### config.mk
export PLATFORM = sky130hd
export DESIGN_NAME = universal_shift_register
export DESIGN_NICKNAME = d
export VERILOG_FILES = /design/src/rtl/universal_shift_register.sv
export SDC_FILE = /design/constraint.sdc
export NUM_CORES = 1
export LEC_CHECK = 0
export BUFFER_PORTS_ARGS = -buffer_cell sky130_fd_sc_hd__clkbuf_2
export CAP_MARGIN = 20
export CORE_AREA = 2 2 39 41
export CTS_BUF_LIST = sky130_fd_sc_hd__clkbuf_8
export CTS_CLUSTER_SIZE = 8
export DETAILED_ROUTE_END_ITERATION = 8
export DIE_AREA = 0 0 41 43
export GPL_ROUTABILITY_DRIVEN = 1
export MAX_ROUTING_LAYER = met4
export SLEW_MARGIN = 25
export SYNTH_ARGS = -nofsm -noshare
export SYNTH_HDL_FRONTEND = slang
export SYNTH_SLANG_ARGS = --single-unit
### constraint.sdc
create_clock -name clk -period 1.1 [get_ports clk]
set_input_delay 0.165 -clock clk [delete_from_list [all_inputs] [get_ports clk]]
set_output_delay 0.165 -clock clk [all_outputs]
set_load 0.02 [all_outputs]
### src/rtl/universal_shift_register.sv
// Universal shift register: hold, shift right, shift left or parallel load
// on each rising clock edge, selected by a 2-bit mode input.
//
// Ports:
//   clk  - system clock, rising-edge active
//   rst  - asynchronous active-low reset, clears the register
//   in   - WIDTH-bit parallel load data (used only in mode 11)
//   cnt  - mode: 00 hold, 01 shift right, 10 shift left, 11 parallel load
//   q    - WIDTH-bit register contents, driven directly from flops
module universal_shift_register #(
    parameter int unsigned WIDTH = 4
) (
    input  logic             clk,
    input  logic             rst,
    input  logic [WIDTH-1:0] in,
    input  logic [1:0]       cnt,
    output logic [WIDTH-1:0] q
);

    localparam logic [1:0] MODE_HOLD  = 2'b00;
    localparam logic [1:0] MODE_SHR   = 2'b01;
    localparam logic [1:0] MODE_SHL   = 2'b10;
    localparam logic [1:0] MODE_LOAD  = 2'b11;

    logic [WIDTH-1:0] r_q;

    // Register update; an unknown mode falls to the default arm and holds.
    always_ff @(posedge clk or negedge rst) begin
        if (!rst) begin
            r_q <= '0;
        end else begin
            case (cnt)
                MODE_HOLD: r_q <= r_q;
                MODE_SHR:  r_q <= {1'b0, r_q[WIDTH-1:1]};
                MODE_SHL:  r_q <= {r_q[WIDTH-2:0], 1'b0};
                MODE_LOAD: r_q <= in;
                default:   r_q <= r_q;
            endcase
        end
    end

    assign q = r_q;

endmodule

==> qor.yml <==
critPathArrivalTime_ns: 1.12
ctsRootBufferMaster: "clkbuf_8"
synth_top_family_by_area: "multiplexers"
synth_seq_cells: 4
grt_usage_pct: 7.165
die_width_um: 41
synth_compound_area_share_pct: 6.627
relSlewSlack_pct: 88.87
hold-path-cell-count: 3
largest_reg_flops: 4
clk_pin_slew_ns: 0.03
numCtsBuffers: 3
outcome: "finished clean"
critPathMaxFanout: 4
synth_xor_area_share_pct: 0
die_area_mm2: 0.001763
core_area_mm2: 0.001384
synth_simple_gate_area_share_pct: 4.217
fin_nets: 38
die_h_um: 43
cp.required_ns: 1.18
drv_cap: 0
area_growth_pct: 59.04
critPathTopFamily: "multiplexers"
clk_latency_ns: 0.21
dp.final_hpwl_um: 394.7
p_seq_share_pct: 31.5
final-setup-viol-count: 0
clkPwrFrac_pct: 48.9
synth_area_um2: 207.7
synth_sequential_area_ratio_pct: 48.19
grt_pass1_wl_um: 703
cpPeakStageDelay_ns: 0.50
final_layout_size_suffix_gt1_share_pct: 60.71
drtIter0Drc: 0
crit_path_end_kind: "flip-flop"
vias: 168
syn_inst: 13
slew_violations: 0
port_buffers: 11
pwr-share-comb_pct: 19.6
antenna_left: 0
post-route-util_pct: 23.87
ios: 12
grt_pass1_vias: 164
synthAdderAreaFrac_pct: 0
worst_slew_pin_slew_ns: 0.1669
min-delay-start: "in[0]"
vdd_drop_max_uv: 447.4
finClkSkew_ns: 0.0005561
hold_viol: 0
tns_ns: 0
cts_resized: 0
switchingPower_w: 0.0001480
min_to: "q[0]"
rr_startpoint: "q[1]"
initial_core_util_pct: 15.01
reg2reg_slack_ns: 0.06
synth_area_leaders: "dfrtp_1 (48%), mux4_1 (13%), mux4_2 (11%)"
p_int_w: 0.0004658
wire_per_inst_um: 11.27
p_per_area_mw_per_mm2: 1858
overflow: 0
critPathLaunchType: "flip-flop"
rr_worst_depth: 1
fin_hold_ws_ns: 0.2004
cts_tree: "yes"
path_class: "flip-flop to flip-flop"
clk_path_buf_depth: 2
dr.pass1.iters: 1
layoutNonFillerInstCount: 44
crit_chain: "mux4_1"
p_leak_nw: 0.1670
slowest_stage: "mux4_1"
synth_largest_area_cell: "dfrtp_1"
ys_types: 10
period_share_pct: 94.40
worstHoldPathType: "input pin to flip-flop"
fmax_mhz: 963.0
synth_nets: 21
synth_top_area_share_pct: 48.19
grt_max_degree: 7
cp_num_buf_inv: 0
antenna_found_initial: 0
startpoint: "q[1]"
dp.cells: 40
cts_sinks: 4
place.gp.congestion: 0.7089
antenna-diode-count: 0
post_synth_mux_area_share_pct: 35.54
r2r-end: "q[2]"
rows: 14
cts.htree.levels: 1
via_per_inst: 3.818
period_minus_slack_ns: 1.038
power_switching_share_pct: 24.11
wl_um: 496
grt_setup_unrepaired: "no"
yosys_warnings: 0
drc: 0
postSynthAreaPerCell_um2: 15.98
routing by layer:
metal	GRT usage (%)	part of all wire [%]
met5	-	0
met2	5.625	32
met4	8.000	0
met1	9.934	54
met3	4.712	14
final cells by class:
cell class / instances / area, um2
fill: 152 / 1054
sequential: 4 / 100.1
multi-input combinational: 8 / 96.34
timing repair buffer: 13 / 72.57
clock buffer: 3 / 41.29
tap: 16 / 20.02
synth_stat cells:
cell     instances
o21ai_0          1
a22o_1           1
mux2i_1          1
dfrtp_1          4
nor2_1           1
buf_6            1
nand3_1          1
mux4_1           1
mux2_4           1
mux4_2           1
power groups by stage:
| stage | Sequential, W | Clock (W) | Combinational, W |
|---|---|---|---|
| 2_1_floorplan | 0.000216 | 0 | 0.0000482 |
| 3_3_place_gp | 0.000193 | 0 | 0.000118 |
| 3_5_place_dp | 0.000195 | 0 | 0.000119 |
| 4_1_cts | 0.000194 | 0.000313 | 0.000121 |
| 5_1_grt | 0.000196 | 0.000327 | 0.000128 |
| 6_report | 0.000193 | 0.000300 | 0.000120 |
logic make-up (layout without fill, tap and decap cells):
group                  Yosys count  in the layout
buffers and inverters            1             16
flip-flops                       4              4
AND/OR/NAND/NOR                  2              2
AO/OA/AOI/OAI                    2              2
multiplexers                     4              4
cell usage in the layout, fill, tap and decap left out:
cell type / synthesis / layout
dfrtp_1: 4 / 4
a22o_1: 1 / 1
buf_4: 0 / 1
clkbuf_2: 0 / 11
nand3_1: 1 / 1
mux2i_1: 1 / 1
nor2_1: 1 / 1
mux4_1: 1 / 1
dlygate4sd3_1: 0 / 1
mux4_2: 1 / 1
mux2_4: 1 / 1
o21ai_0: 1 / 1
clkbuf_8: 0 / 3
per-stage QoR:
step / total power [W] / setup WS (ns) / cell area, um2
2_1_floorplan: 0.0002640 / 0.007737 / 207.7
3_3_place_gp: 0.0003112 / 0.07354 / 279.0
3_5_place_dp: 0.0003138 / 0.06436 / 279.0
4_1_cts: 0.0006282 / 0.06059 / 330.3
5_1_grt: 0.0006514 / 0.04878 / 330.3
6_report: 0.0006138 / 0.06161 / 330.3
how the worst max path moves through the flow:
stage / endpoint / slack [ns] / cells past startpoint
floorplan: q[2] / 0.008 / 1
global placement: q[2] / 0.07 / 1
detailed placement: q[2] / 0.06 / 1
CTS: q[2] / 0.06 / 1
global route: q[2] / 0.05 / 1
finish: q[2] / 0.06 / 1
what timing repair did:
item	CTS	global route
endpoints found under the hold margin	4	0
setup buffers	0	0
hold buffers	1	0
endpoints found under the setup margin	0	0
No activity file was read; power rests on OpenSTA's default activity.
